$ cat config.mk
export PLATFORM = sky130hd
export DESIGN_NAME = axis2fifo
export DESIGN_NICKNAME = d
export VERILOG_FILES = /design/src/rtl/axis2fifo.sv
export SDC_FILE = /design/constraint.sdc
export NUM_CORES = 1
export LEC_CHECK = 0
export ABC_CLOCK_PERIOD_IN_PS = 5500
export BUFFER_PORTS_ARGS = -buffer_cell sky130_fd_sc_hd__buf_2
export CORE_UTILIZATION = 32
export CTS_CLUSTER_DIAMETER = 80
export DETAILED_ROUTE_END_ITERATION = 16
export MAX_ROUTING_LAYER = met4
export SYNTH_ARGS = -nofsm -noshare
export SYNTH_HDL_FRONTEND = slang
export SYNTH_SLANG_ARGS = --single-unit
export TNS_END_PERCENT = 30
$ cat constraint.sdc
create_clock -name clk -period 5.5 [get_ports clk]
set_input_delay 0.275 -clock clk [delete_from_list [all_inputs] [get_ports clk]]
set_output_delay 0.275 -clock clk [all_outputs]
set_load 0.03 [all_outputs]
$ cat src/rtl/axis2fifo.sv
// axis2fifo: checks AXI4-Stream video frame geometry and packs pixels into
// sof-tagged memory words for the S2MM data FIFO.
module axis2fifo #(
   parameter int C_PIXEL_WIDTH = 8,
   parameter int C_DATA_WIDTH  = 32,
   parameter int C_IMG_WBITS   = 12,
   parameter int C_IMG_HBITS   = 12
) (
   input  logic                     clk,
   input  logic                     reset,
   input  logic                     soft_resetn,
   input  logic [C_IMG_WBITS-1:0]   img_width,
   input  logic [C_IMG_HBITS-1:0]   img_height,
   input  logic                     s_axis_tvalid,
   output logic                     s_axis_tready,
   input  logic [C_PIXEL_WIDTH-1:0] s_axis_tdata,
   input  logic                     s_axis_tuser,
   input  logic                     s_axis_tlast,
   input  logic                     fifo_full,
   output logic                     fifo_wr_en,
   output logic [C_DATA_WIDTH-1:0]  fifo_dout,
   output logic                     fifo_sof,
   output logic                     frame_done,
   output logic                     frame_err
);
   localparam int PB = C_PIXEL_WIDTH <= 8 ? 1 : C_PIXEL_WIDTH <= 16 ? 2 : 4;
   localparam int LW = PB * 8;
   localparam int P  = C_DATA_WIDTH / LW;
   localparam int LB = P > 1 ? $clog2(P) : 1;
   localparam int HN = P > 1 ? P - 1 : 1;
   localparam logic [LB-1:0] LMAX = LB'(P - 1);

   typedef enum logic [1:0] {IDLE, RUN, DROP} state_t;

   state_t                 state;
   logic [C_IMG_WBITS-1:0] w, col, ew, c;
   logic [C_IMG_HBITS-1:0] h, row, eh, r;
   logic [LB-1:0]          lane, l;
   logic [HN*LW-1:0]       hold;
   logic [LW-1:0]          pix;
   logic                   acc, restart, valid, last_col, last_px, bad;

   assign s_axis_tready = ~soft_resetn | state == DROP | ~fifo_full;

   // A sof pixel is evaluated against freshly sampled geometry and cleared counters.
   always_comb begin
      acc       = s_axis_tvalid & s_axis_tready;
      restart   = acc & s_axis_tuser & soft_resetn;
      ew        = restart ? img_width : w;
      eh        = restart ? img_height : h;
      c         = restart ? '0 : col;
      r         = restart ? '0 : row;
      l         = restart ? '0 : lane;
      pix       = LW'(s_axis_tdata);
      valid     = acc & soft_resetn & (restart | state == RUN);
      last_col  = c == ew - 1'b1;
      last_px   = last_col & r == eh - 1'b1;
      bad       = valid & (s_axis_tlast != last_col);
      fifo_wr_en = valid & ~bad & l == LMAX;
      fifo_sof  = fifo_wr_en & r == '0 & c == C_IMG_WBITS'(P - 1);
      fifo_dout = '0;
      fifo_dout[(P-1)*LW +: LW] = pix;
      for (int k = 0; k < P - 1; k++) fifo_dout[k*LW +: LW] = hold[k*LW +: LW];
   end

   always_ff @(posedge clk) begin
      if (reset) begin
         state      <= IDLE;
         col        <= '0;
         row        <= '0;
         lane       <= '0;
         frame_done <= 1'b0;
         frame_err  <= 1'b0;
      end else begin
         frame_done <= fifo_wr_en & last_px;
         frame_err  <= bad | (restart & state == RUN);
         if (restart) begin
            w <= img_width;
            h <= img_height;
         end
         if (!soft_resetn) begin
            state <= IDLE;
            col   <= '0;
            row   <= '0;
            lane  <= '0;
         end else if (bad) begin
            state <= DROP;
            col   <= '0;
            row   <= '0;
            lane  <= '0;
         end else if (valid) begin
            if (l != LMAX) hold[l*LW +: LW] <= pix;
            lane  <= l == LMAX ? '0 : l + 1'b1;
            col   <= last_col ? '0 : c + 1'b1;
            row   <= last_px ? '0 : last_col ? r + 1'b1 : r;
            state <= last_px ? IDLE : RUN;
         end
      end
   end
endmodule

Word-level counts from Yosys, hierarchy flattened
Cells that the tools add are included.
Operators by class
  $add $sub $neg: 6
  multipliers: 0
  div/mod/pow operators: 0
  order comparisons: 0
  equal/unequal tests: 8
  shift-type cells: 2
  muxes and demuxes: 13
  bitwise gates (word level): 21
  reduce and logical (&&, ||, !) cells: 5
Operator list (count)
  $mux W12: 7
  $neg A5 Y34: 1
  $shift A8 B34 Y24 const A: 1
  $shiftx A8 B34 Y24: 1
  $add A12 B1 Y12 const B: 2
  $bwmux W24: 1
  $eq A12 B12 Y1: 2
  $sub A12 B1 Y12 const B: 2
  $and A1 B1 Y1: 13
  $eq A12 B2 Y1 const B: 1
  $logic_not A12 Y1: 1
  $mux W2: 4
  $reduce_and A5 Y1: 1
  $eq A2 B2 Y1 const B: 2
  $not A1 Y1: 4
  $or A1 B1 Y1: 4
  $reduce_or A3 Y1: 1
  $add A2 B1 Y2 const B: 1
  $eq A2 B1 Y1 const B: 1
  $ne A2 B2 Y1 const B: 1
  $reduce_bool A2 Y1: 1
  $reduce_or A2 Y1: 1
  $mux W1: 1
  $ne A1 B1 Y1: 1
Word-level totals
  register bits: 78
  latch bits: 0
  RAM bits: 0
  memory bits (read-only): 0
  output and inout bits: 37
  logic and storage cells: 65
  memories: 0

Longest topological paths before layout
Gate-level depths: netlist of the first run.
  word-level depth: 16
  mapped depth: 18

Worst setup path before layout of the first run
OpenSTA, ideal clock, no wires.
  path kind: reg-to-output
  start: register state[0]
  end: output port fifo_sof
  arrival time: 4823 ps
  slack: 402 ps
  cell stages (with the launch flop): 17
  buffers on the path: 4
  cells stage by stage: dfxtp_1 > nand2b_1 > a21oi_1 > clkbuf_1 > clkbuf_1 > buf_1 > mux2i_1 > ha_1 > or4b_4 > mux2_4 > xnor2_2 > nand4_1 > a211oi_1 > buf_2 > xnor2_1 > nand3_1 > nor3_1
Between the ends
  cells in the longest elaborated chain, start to end: 16
  elaborated cells between the ends (all ways): 26
  classes of those cells: add/sub (1); eq/ne (6); mux (4); bitwise (14); reduce/logical (1)
Ends and longest elaborated chain
  start, declared: RTL line 35  | state_t state;
  start signal, assigned: RTL line 96  | state <= last_px ? IDLE : RUN;
  $eq A2 B2 Y1: RTL line 43  | assign s_axis_tready = ~soft_resetn | state == DROP | ~fifo_full;
  $or A1 B1 Y1 (2 in series): RTL line 43
  $and A1 B1 Y1: RTL line 47  | acc = s_axis_tvalid & s_axis_tready;
  $and A1 B1 Y1 (2 in series): RTL line 48  | restart = acc & s_axis_tuser & soft_resetn;
  $mux W12
  $sub A12 B1 Y12: RTL line 56  | last_col = c == ew - 1'b1;
  $eq A12 B12 Y1: RTL line 56
  $ne A1 B1 Y1: RTL line 58  | bad = valid & (s_axis_tlast != last_col);
  $and A1 B1 Y1: RTL line 58
  $not A1 Y1 (no line)
  $and A1 B1 Y1 (2 in series): RTL line 59  | fifo_wr_en = valid & ~bad & l == LMAX;
  $and A1 B1 Y1: RTL line 60  | fifo_sof = fifo_wr_en & r == '0 & c == C_IMG_WBITS'(P - 1);
  $and A1 B1 Y1 (*): RTL line 60
  end, declared: RTL line 22  | output logic fifo_sof,
Every way passes the cells marked *; elsewhere a longest branch is shown, timed or not.

Worst setup path in the final report of the first run
Same ends and word-level chain as after synthesis.

==> run metrics, run 1 <==
post-CTS setup buffer count 0; Routed WL ~13 mm; fraction of the yosys area taken by sequential cells 0.403; overall track demand over capacity in global routing 0.176; buffers plus inverters on the worst setup path 1; number of cells in the design after placement ~840; number of global-route vias before repair 4228; CTS tree done; clock slew at the register clock pins of the worst setup and hold paths 70 ps; WP data arrival between 4000 and 5000 ps; number of placement rows between 40 and 50; TritonRoute pass-1 iters 4; initial antenna violation count 0; Switching Share 0.275; clock share of power 0.432; number of storage elements in the synthesis netlist 78; fraction of layout instances using a drive strength above 1 0.175; maximum vdd ir drop 0.122 mV; element type at the critical path start flip-flop; GRT overflow 0; area enclosed by the die boundary 0.0163 mm2; count of mapped cells out of synthesis between 500 and 600; antenna viol nets, final 0; minimum clock period 4460 ps; yosys synthesis warning count 0; number of levels in the clock H-tree 3; largest fanout on the critical path 7; number of endpoints with negative hold slack in the final report 0; Die Height roughly 130 um; relative contribution of sequential cells to total power 0.466; Final Slew Violations 0; power share of the combinational group 0.102; layout filler cell count about 1600; area taken by flip-flops and latches 0.00204 mm2; Num CTS Buffers 9; Max Clk Rate roughly 220 MHz; Hold-fix buffers, CTS 0; number of vias after detailed routing 4505; cell type with the highest aggregate area in the netlist sky130_fd_sc_hd__edfxtp_1; proportion of register bits with asynchronous set or reset after synthesis 0; net count of the mapped netlist about 630; area occupied by multi-input gates between 0.002 and 0.003 mm2; cells taking the most area after synthesis sky130_fd_sc_hd__edfxtp_1 28%, sky130_fd_sc_hd__dfxtp_1 12%, sky130_fd_sc_hd__nand2_1 7.0%, sky130_fd_sc_hd__and2_1 4.1%, sky130_fd_sc_hd__xnor2_1 3.8%; initial drt markers ~320; growth of design area from synthesis to finish 16.1%; worst setup skew after layout a little over 7 ps; outcome finished clean; Worst setup EP type output pin; total core area between 0.015 and 0.02 mm2; DR DRC count 0; RSZ-0062 raised after global routing false; cell chosen for the clock root sky130_fd_sc_hd__clkbuf_16; number of distinct library cells after synthesis between 50 and 60; final setup vio count 0; maximum number of pins on one net before global-route repair 52; cell area power density approximately 240 mW/mm2; net count of the finished layout 685; Internal Power approximately 0.0010 W; initial core utilization 0.331; average detailed-routed wire length per instance 15.8 um; cell family with the largest share of critical-path delay simple AND/OR/NAND/NOR gates; die boundary width about 130 um; EDFF count, synth 48; slew at the pin closest to its max-slew limit around 790 ps; most common cell in the synthesized netlist sky130_fd_sc_hd__nand2_1; worst hold path type input port to flip-flop; routed vias/inst ~5.3; GP Congestion 0.846; critical path class flip-flop to output pin; Clock Path Buffers 2; Max stage delay cell, worst path sky130_fd_sc_hd__or4b_4; Avg Cell Area, Syn about 8.7 um2; primary flip-flop cell chosen by synthesis mapping sky130_fd_sc_hd__edfxtp_1; IO buf count between 70 and 80; netlist area before placement 0.00506 mm2; number of standard cells in the final layout excluding fillers about 850; final period utilization 0.811; total net switching power between 0.0003 and 0.0004 W; hpwl dp about 9.5 mm; Total Neg Setup Slack 0 ps; number of clock sinks 78; cell chain of the critical path nand2b_1, a21oi_4, mux2i_1, ha_1, or4b_4, mux2_4, xnor2_2, nand4_1, a211oi_2, xnor2_1, nand3_1, nor3_1, buf_2; total leakage power 2.34 nW; Max stage delay on crit path 510 ps; Post-synth top cells 94 x sky130_fd_sc_hd__nand2_1, 48 x sky130_fd_sc_hd__edfxtp_1, 40 x sky130_fd_sc_hd__nor2_1; worst-skew pair later-pin latency 350 ps; portion of synthesized cell area occupied by the leading cell type 0.285; number of gates resized after cts 0; headroom to the max-slew limit 0.468; first-pass GRT wire length between 20 and 25 mm; Max-Cap Viols 0; required time of the critical path 5220 ps; antenna diode count 0; number of top-level design ports 76
==> power groups by stage <==
stage / registers [W] / clock network (W) / logic (W)
2_1_floorplan: 0.000659 / 0 / 0.0000993
3_3_place_gp: 0.000664 / 0 / 0.000140
3_5_place_dp: 0.000665 / 0 / 0.000143
4_1_cts: 0.000651 / 0.000620 / 0.000144
5_1_grt: 0.000653 / 0.000638 / 0.000160
6_report: 0.000652 / 0.000604 / 0.000143
==> cell type report <==
class,instances,area share
clock buffer,9,0.0383
clock inverter,7,0.0126
inverter,14,0.00893
multi-input combinational,452,0.477
sequential,78,0.347
tap,211,0.0449
timing repair buffer,81,0.0715
==> sequential cells by signal, summed over array words and instances (netlist names) <==
| name | flops |
|---|---|
| h | 12 |
| frame_done | 1 |
| row | 12 |
| hold | 24 |
| state | 2 |
| frame_err | 1 |
| w | 12 |
| col | 12 |
| lane | 2 |
==> worst register-to-register path: stages (launching register included) <==
cell	delay [ps]
sky130_fd_sc_hd__dfxtp_1	320
sky130_fd_sc_hd__nand2b_1	210
sky130_fd_sc_hd__a21oi_4	410
sky130_fd_sc_hd__mux2i_1	330
sky130_fd_sc_hd__ha_1	310
sky130_fd_sc_hd__or4b_4	510
sky130_fd_sc_hd__mux2_4	310
sky130_fd_sc_hd__xnor2_2	120
sky130_fd_sc_hd__nand4_1	150
sky130_fd_sc_hd__a211o_1	510
sky130_fd_sc_hd__or4_4	580
sky130_fd_sc_hd__or4b_1	470
sky130_fd_sc_hd__a21oi_1	170
==> through the flow <==
stage	hold slack, ps	utilization	power (W)	setup slack (ps)	cell area (um2)
final	141	0.384	0.00140	1040	5880
after floorplan	344	-	0.000758	402	5060
after detailed placement	453	0.365	0.000808	1090	5580
after global placement	441	0.365	0.000804	1230	5580
after global routing	154	0.384	0.00145	760	5880
after CTS	136	0.384	0.00142	1020	5880
==> worst paths after layout <==
path / start / to / slack (ps) / cells past startpoint
setup / recovery: state[0]$_SDFFE_PP0P_ / fifo_sof / 1040 / 13
hold / removal: reset / frame_err$_SDFF_PP0_ / 140 / 2
setup reg to reg: state[0]$_SDFFE_PP0P_ / row[5]$_SDFFE_PP0P_ / 1050 / 12
hold reg to reg: lane[1]$_SDFFE_PP0P_ / lane[1]$_SDFFE_PP0P_ / 460 / 2
==> logic make-up (layout without fill, tap and decap cells) <==
kind of cell               Yosys count  in the layout  synth area share
DFF                                 78             78             0.403
adders and majority gates           10             10            0.0247
AOI/OAI and AO/OA                   92             92             0.112
xor gates and xnor gates            43             43            0.0758
and+or+nand+nor                    289            289             0.299
muxes                               18             18            0.0383
buffers and inverters               52            111            0.0467
==> cell usage in the layout (no fill, tap or decap), drive strengths merged, types with 3 or more instances in the layout <==
cell type and count:
ha 10, o31ai 5, nand3b 5, nand3 21, xnor2 23, edfxtp 48
nor3b 5, buf 81, xor2 20, o21ai 23, nor4b 3, nand2 94
or4 9, or4b 4, a22oi 5, and4 5, mux2i 13, a31oi 8
nor3 15, nor4 12, nor2 40, nor2b 3, or3 3, nand4 11
and2 33, a21boi 3, and3 15, a21oi 30, nand2b 5, inv 19
mux2 5, nand4b 3, clkbuf 9, dfxtp 30
==> metal layers <==
metal	global-route usage	vias to the layer above	part of all wire
met1	0.214	2157	0.46
met3	0.0321	19	0.046
li1	-	2198	-
met5	-	-	0
met2	0.289	131	0.47
met4	0.0651	0	0.018
Note: power is estimated with default switching activity, not from simulation.
==> run 2: changes to the inputs <==
- ABC_AREA: unset -> 1
- ABC_CLOCK_PERIOD_IN_PS: 5500 -> 4400
- clock period: 5.5 -> 4.4 ns (I/O delays scaled with it)
==> run metrics, run 2 <==
outcome finished clean; proportion of register bits with asynchronous set or reset after synthesis 0 (unchanged); worst setup skew after layout 5.58 ps (-1.67 ps); primary flip-flop cell chosen by synthesis mapping sky130_fd_sc_hd__edfxtp_1; cells taking the most area after synthesis sky130_fd_sc_hd__edfxtp_1 26%, sky130_fd_sc_hd__nand2_1 16%, sky130_fd_sc_hd__dfxtp_1 11%, sky130_fd_sc_hd__inv_1 7.8%, sky130_fd_sc_hd__nor2_1 5.9%; overall track demand over capacity in global routing 0.167 (-0.00898); final setup vio count 0 (unchanged); worst hold path type input port to flip-flop; area taken by flip-flops and latches 0.00204 mm2 (unchanged); net count of the mapped netlist 845 (+34%); CTS tree done; hpwl dp 10.4 mm (+8.5%); maximum number of pins on one net before global-route repair 31 (-40%); cell chain of the critical path nand2_1, nand2_2, nand3_4, nand2_1, o21ai_2, inv_2, ha_1, nand3_1, nor2_4, nand3_1, nand3_1, nand2_1, nor2_1, nand3_2, nor2_2, nand2_1, nand2_1, nand3_1, nor2_1, buf_2; fin area 0.00628 mm2 (+6.8%); antenna viol nets, final 0 (unchanged); average detailed-routed wire length per instance 12.5 um (-21%); Max stage delay on crit path 350 ps (-160 ps); number of distinct library cells after synthesis 37 (-37%); Worst R2R End hold[22]$_DFFE_PP_; Max stage delay cell, worst path sky130_fd_sc_hd__dfxtp_1; total placed instance area 0.00597 mm2 (+7.0%); element type at the critical path start flip-flop; max reg flops 24 (unchanged); Max-Cap Viols 0 (unchanged); critical path class flip-flop to output pin; netlist area before placement 0.00549 mm2 (+8.4%); Num CTS Buffers 9 (unchanged); largest fanout on the critical path 21 (+14); number of cells in the design after placement 1067 (+28%); relative contribution of sequential cells to total power 0.434 (-0.032); Worst setup EP type output pin; net count of the finished layout 907 (+32%); number of standard cells in the final layout excluding fillers 1083 (+27%); GP Congestion 0.862 (+1.9%); layout filler cell count 1778 (+9.5%); cell area power density 295 mW/mm2 (+24%); fraction of layout instances using a drive strength above 1 0.163 (-0.0113); power share of the combinational group 0.141 (+0.039); most common cell in the synthesized netlist sky130_fd_sc_hd__nand2_1; Total Neg Setup Slack 0 ps (unchanged); number of endpoints with negative hold slack in the final report 0 (unchanged); final period utilization 0.829; Avg Cell Area, Syn 6.90 um2 (-21%); post-route core utilization 0.377 (-0.00673); portion of synthesized cell area occupied by the leading cell type 0.262 (-0.0221); yosys synthesis warning count 0 (unchanged); DR DRC count 0 (unchanged); total net switching power 0.000526 W (+37%); endpoint with the worst hold slack frame_err$_SDFF_PP0_; Hold-fix buffers, CTS 0 (unchanged); GRT overflow 0 (unchanged); initial drt markers 277 (-15%); EDFF count, synth 48 (unchanged); dominant cell type by count on the critical path sky130_fd_sc_hd__nand2_1; cell family with the largest share of critical-path delay simple AND/OR/NAND/NOR gates; post-CTS setup buffer count 0 (unchanged); source of the critical timing path state[1]$_SDFFE_PN0P_; buffers plus inverters on the worst setup path 2 (+1); cell chosen for the clock root sky130_fd_sc_hd__clkbuf_16; total core area 0.0166 mm2 (+8.7%); Internal Power 0.00133 W (+31%); cell type with the highest aggregate area in the netlist sky130_fd_sc_hd__edfxtp_1; Clock Path Buffers 2 (unchanged); Switching Share 0.284 (+0.00871); TritonRoute pass-1 iters 4 (unchanged); Final Slew Violations 0 (unchanged); Post-synth top cells 233 x sky130_fd_sc_hd__nand2_1, 114 x sky130_fd_sc_hd__inv_1, 87 x sky130_fd_sc_hd__nor2_1; initial antenna violation count 0 (unchanged); area enclosed by the die boundary 0.0177 mm2 (+8.3%); startpoint of the worst hold path reset; final critical-path setup slack 752 ps (-288 ps); first-pass GRT wire length 22.7 mm (+4.5%); number of clock sinks 78 (unchanged); antenna diode count 0 (unchanged); IO buf count 75 (unchanged); commonest non-fill, non-tap cells in the layout 233 x sky130_fd_sc_hd__nand2_1, 114 x sky130_fd_sc_hd__inv_1, 87 x sky130_fd_sc_hd__nor2_1, 75 x sky130_fd_sc_hd__buf_2, 55 x sky130_fd_sc_hd__nand3_1; number of storage elements in the synthesis netlist 78 (unchanged); most frequent standard cell in the layout excluding fill and tap cells sky130_fd_sc_hd__nand2_1; Die Height 133 um (+4.1%); number of levels in the clock H-tree 3 (unchanged); WP data arrival 3430 ps (-760 ps); Max Clk Rate ~270 MHz; growth of design area from synthesis to finish 14.4%; path depth of the worst reg2reg path 19 (+7); number of global-route vias before repair 4717 (+12%); number of vias after detailed routing 5030 (+12%); maximum vdd ir drop 0.202 mV (+65%); Routed WL 13.6 mm (+0.99%); RSZ-0062 raised after global routing false; routed vias/inst 4.64 (-12%); worst-skew pair later-pin latency 350 ps (about the same); required time of the critical path 4180 ps (-1040 ps); dpl ws 664 ps (-431 ps); slew at the pin closest to its max-slew limit 677 ps (-115 ps); area occupied by multi-input gates 0.00275 mm2 (-1.8%); clock share of power 0.424 (-0.008); die boundary width 133 um (+4.1%); hold depth 2 (unchanged); number of placement rows 47 (+4.4%); number of gates resized after cts 0 (unchanged); number of top-level design ports 76 (unchanged); initial core utilization 0.330 (-0.000744); fraction of the yosys area taken by sequential cells 0.372 (-0.0313); headroom to the max-slew limit 0.547 (+0.0796); clock slew at the register clock pins of the worst setup and hold paths 60 ps (about the same); reg-to-reg slack, setup 770 ps (-280 ps); Worst R2R Start state[1]$_SDFFE_PN0P_; total leakage power 3.10 nW (+33%); register containing the most flip-flops in the final layout hold; minimum clock period 3650 ps; count of mapped cells out of synthesis 796 (+37%)
==> run 2: logic make-up after synthesis <==
family	after synthesis	share of synthesized area
buffers and inverters	158	0.127
adders and majority gates	10	0.0228
and+or+nand+nor	473	0.385
xor gates and xnor gates	25	0.0399
DFF	78	0.372
AOI/OAI and AO/OA	52	0.0533
==> run 2: worst max-delay path by stage <==
stage | end | slack [ps] | cells after the start
finish | fifo_sof | 750 | 20
global route | hold[22]$_DFFE_PP_ | 420 | 19
CTS | fifo_sof | 730 | 20
detailed placement | hold[23]$_DFFE_PP_ | 660 | 20
global placement | hold[17]$_DFFE_PP_ | 760 | 20
floorplan | hold[0]$_DFFE_PP_ | 1300 | 15
==> run 2: area by class of cell <==
type                    count  share of cell area
inverters                 127              0.0759
clock buffers               9              0.0359
well taps                 220              0.0438
repair buffers             82              0.0681
clock inverters             7              0.0128
multi-input cells         560               0.438
flip-flops and latches     78               0.325
==> run 2: power by group through the flow <==
stage	logic, W	clock network (W)	registers, W
CTS	0.000263	0.000804	0.000805
floorplan	0.000204	0	0.000820
global placement	0.000260	0	0.000821
global route	0.000300	0.000826	0.000807
detailed placement	0.000261	0	0.000821
finish	0.000262	0.000786	0.000805
==> run 2: per-layer routing <==
layer,GRT usage,routed length [um],vias to the layer above
met2,0.279,6590,88
met4,0.0581,287,0
li1,-,-,2657
met5,-,0,-
met1,0.200,6220,2267
met3,0.0314,488,18
==> run 2: through the flow <==
stage | total power [W] | hold WS [ps]
detailed placement | 0.00108 | 396
floorplan | 0.00102 | 289
global route | 0.00193 | 37.5
finish | 0.00185 | 39.7
global placement | 0.00108 | 397
CTS | 0.00187 | 28.2
==> run 3: changes to the inputs <==
- ABC_CLOCK_PERIOD_IN_PS: 4400 -> 3300
- clock period: 4.4 -> 3.3 ns (I/O delays scaled with it)
==> run metrics, run 3 (synthesis results as in run 2) <==
GRT overflow 0 (unchanged); fraction of layout instances using a drive strength above 1 0.223 (+0.0601); worst-skew pair later-pin latency 350 ps (about the same); area enclosed by the die boundary 0.0177 mm2 (unchanged); endpoint with the worst hold slack h[5]$_DFFE_PN_; Worst setup EP type output pin; IO buf count 75 (unchanged); outcome finished clean; average detailed-routed wire length per instance 12.9 um (+2.9%); Total Neg Setup Slack 0 ps (unchanged); startpoint of the worst hold path img_height[5]; hpwl dp 10.8 mm (+4.1%); DR DRC count 0 (unchanged); first-pass GRT wire length 23.4 mm (+3.1%); initial drt markers 320 (+16%); element type at the critical path start flip-flop; Clock Path Buffers 2 (unchanged); commonest non-fill, non-tap cells in the layout 226 x sky130_fd_sc_hd__nand2_1, 114 x sky130_fd_sc_hd__inv_1, 79 x sky130_fd_sc_hd__nor2_1, 74 x sky130_fd_sc_hd__buf_2, 48 x sky130_fd_sc_hd__edfxtp_1; layout filler cell count 1751 (-1.5%); reg-to-reg slack, setup 170 ps (-600 ps); Final Slew Violations 0 (unchanged); Worst R2R Start state[0]$_SDFFE_PP0P_; cell chosen for the clock root sky130_fd_sc_hd__clkbuf_16; number of levels in the clock H-tree 3 (unchanged); TritonRoute pass-1 iters 7 (+3); maximum number of pins on one net before global-route repair 36 (+16%); total core area 0.0166 mm2 (unchanged); net count of the finished layout 939 (+3.5%); worst hold path type input port to flip-flop; CTS tree done; RSZ-0062 raised after global routing true; Routed WL 14.4 mm (+6.1%); headroom to the max-slew limit 0.662 (+0.115); Worst R2R End hold[14]$_DFFE_PP_; number of top-level design ports 76 (unchanged); number of endpoints with negative hold slack in the final report 0 (unchanged); final setup vio count 0 (unchanged); WP data arrival 2980 ps (-450 ps); Max-Cap Viols 0 (unchanged); maximum vdd ir drop 0.221 mV (+9.5%); initial antenna violation count 0 (unchanged); growth of design area from synthesis to finish 22.3%; initial core utilization 0.330 (unchanged); minimum clock period roughly 3100 ps; dpl ws -6.66 ps (-670 ps); clock slew at the register clock pins of the worst setup and hold paths 70 ps (about the same); Num CTS Buffers 9 (unchanged); Die Height 133 um (unchanged); GP Congestion 0.879 (+2.1%); cell area power density 366 mW/mm2 (+24%); path depth of the worst reg2reg path 20 (+1); post-route core utilization 0.404 (+0.0263); register containing the most flip-flops in the final layout hold; final period utilization 0.952; routed vias/inst 4.65 (about the same); antenna viol nets, final 0 (unchanged); required time of the critical path 3130 ps (-1050 ps); largest fanout on the critical path 7 (-67%); die boundary width 133 um (unchanged); overall track demand over capacity in global routing 0.173 (+0.00657); hold_ws 128 ps (+88.2 ps); max reg flops 24 (unchanged); Max Clk Rate between 300 and 400 MHz; total leakage power 3.28 nW (+5.6%); most frequent standard cell in the layout excluding fill and tap cells sky130_fd_sc_hd__nand2_1; number of vias after detailed routing 5188 (+3.1%); number of global-route vias before repair 4875 (+3.3%); final critical-path setup slack 157 ps (-595 ps); number of clock sinks 78 (unchanged); worst setup skew after layout 10.1 ps (+4.56 ps); critical path class flip-flop to output pin; number of placement rows 47 (unchanged); hold depth 3 (+1); slew at the pin closest to its max-slew limit 505 ps (-172 ps)
==> run 3: cell types whose count changed in the layout (fill, tap and decap cells not counted), moves of 2 or more <==
cell and change:
sky130_fd_sc_hd__buf_12 +2, sky130_fd_sc_hd__buf_4 +28, sky130_fd_sc_hd__nand2_1 -7, sky130_fd_sc_hd__nand2_2 +6
sky130_fd_sc_hd__nand3_1 -11, sky130_fd_sc_hd__nand3_2 +10, sky130_fd_sc_hd__nor2_1 -8, sky130_fd_sc_hd__nor2_2 +2
sky130_fd_sc_hd__nor2_4 +6
==> run 3: power breakdown <==
group	leakage (nW)	internal [W]	switching [W]	total, W
logic	2.41	0.000146	0.000263	0.000409
registers	0.735	0.00106	0.0000105	0.00107
clock network	0.135	0.000524	0.000454	0.000978
==> run 3: worst max path at each step <==
stage                                      from                 end  slack, ps  cells after the start
after floorplan           state[0]$_SDFFE_PP0P_   hold[0]$_DFFE_PP_        200                     15
after global placement    state[0]$_SDFFE_PP0P_  hold[11]$_DFFE_PP_         80                     20
after detailed placement  state[0]$_SDFFE_PP0P_  hold[19]$_DFFE_PP_         -7                     20
after CTS                 state[0]$_SDFFE_PP0P_  hold[19]$_DFFE_PP_        -30                     20
after global routing      state[0]$_SDFFE_PP0P_          fifo_wr_en        -70                     21
final                     state[0]$_SDFFE_PP0P_          fifo_wr_en        160                     21
==> run 3: worst max-delay path: stages (launching register included) <==
cell	delay (ps)
sky130_fd_sc_hd__dfxtp_1	320
sky130_fd_sc_hd__inv_2	50
sky130_fd_sc_hd__nand2_1	50
sky130_fd_sc_hd__nand2_2	120
sky130_fd_sc_hd__nand3_4	150
sky130_fd_sc_hd__nand2_2	120
sky130_fd_sc_hd__o21ai_4	80
sky130_fd_sc_hd__inv_2	100
sky130_fd_sc_hd__ha_4	170
sky130_fd_sc_hd__nand3_2	100
sky130_fd_sc_hd__nor2_4	210
sky130_fd_sc_hd__nand2_2	80
sky130_fd_sc_hd__nand3_2	80
sky130_fd_sc_hd__nand3_2	80
sky130_fd_sc_hd__buf_4	150
sky130_fd_sc_hd__nor3_4	230
sky130_fd_sc_hd__nand3_4	120
sky130_fd_sc_hd__nand2_4	80
sky130_fd_sc_hd__nand2_2	60
sky130_fd_sc_hd__nand3_4	80
sky130_fd_sc_hd__inv_1	40
sky130_fd_sc_hd__buf_2	170
==> run 3: final cells by class <==
| class | instances | area [um2] | area share |
|---|---|---|---|
| antenna | 1 | 2.50 | 0.000373 |
| clock buffer | 9 | 225 | 0.0335 |
| clock inverter | 7 | 61.3 | 0.00913 |
| inverter | 127 | 477 | 0.0710 |
| multi-input combinational | 560 | 2920 | 0.434 |
| sequential | 78 | 2040 | 0.304 |
| tap | 220 | 275 | 0.0410 |
| timing repair buffer | 114 | 719 | 0.107 |
==> run 3: what timing repair did <==
item / CTS / global route
endpoints found under the setup margin: 18 / 47
setup buffers: 0 / 4
hold buffers: 1 / 0
cloned: 0 / 1
endpoints found under the hold margin: 1 / 0
resized for setup: 0 / 41
pin swaps: 0 / 14
==> run 3: stage by stage <==
step	cells	total power (W)	area, um2
2_1_floorplan	796	0.00137	5490
3_3_place_gp	1093	0.00147	6190
3_5_place_dp	1093	0.00147	6190
4_1_cts	1110	0.00246	6490
5_1_grt	1115	0.00258	6720
6_report	1116	0.00246	6720
==> run 3: per-layer routing <==
layer / up-vias / global-route usage / wire (um)
met5: - / - / 0
met4: 0 / 0.0709 / 509
met3: 28 / 0.0387 / 750
met2: 115 / 0.283 / 6870
met1: 2316 / 0.206 / 6270
li1: 2729 / - / -
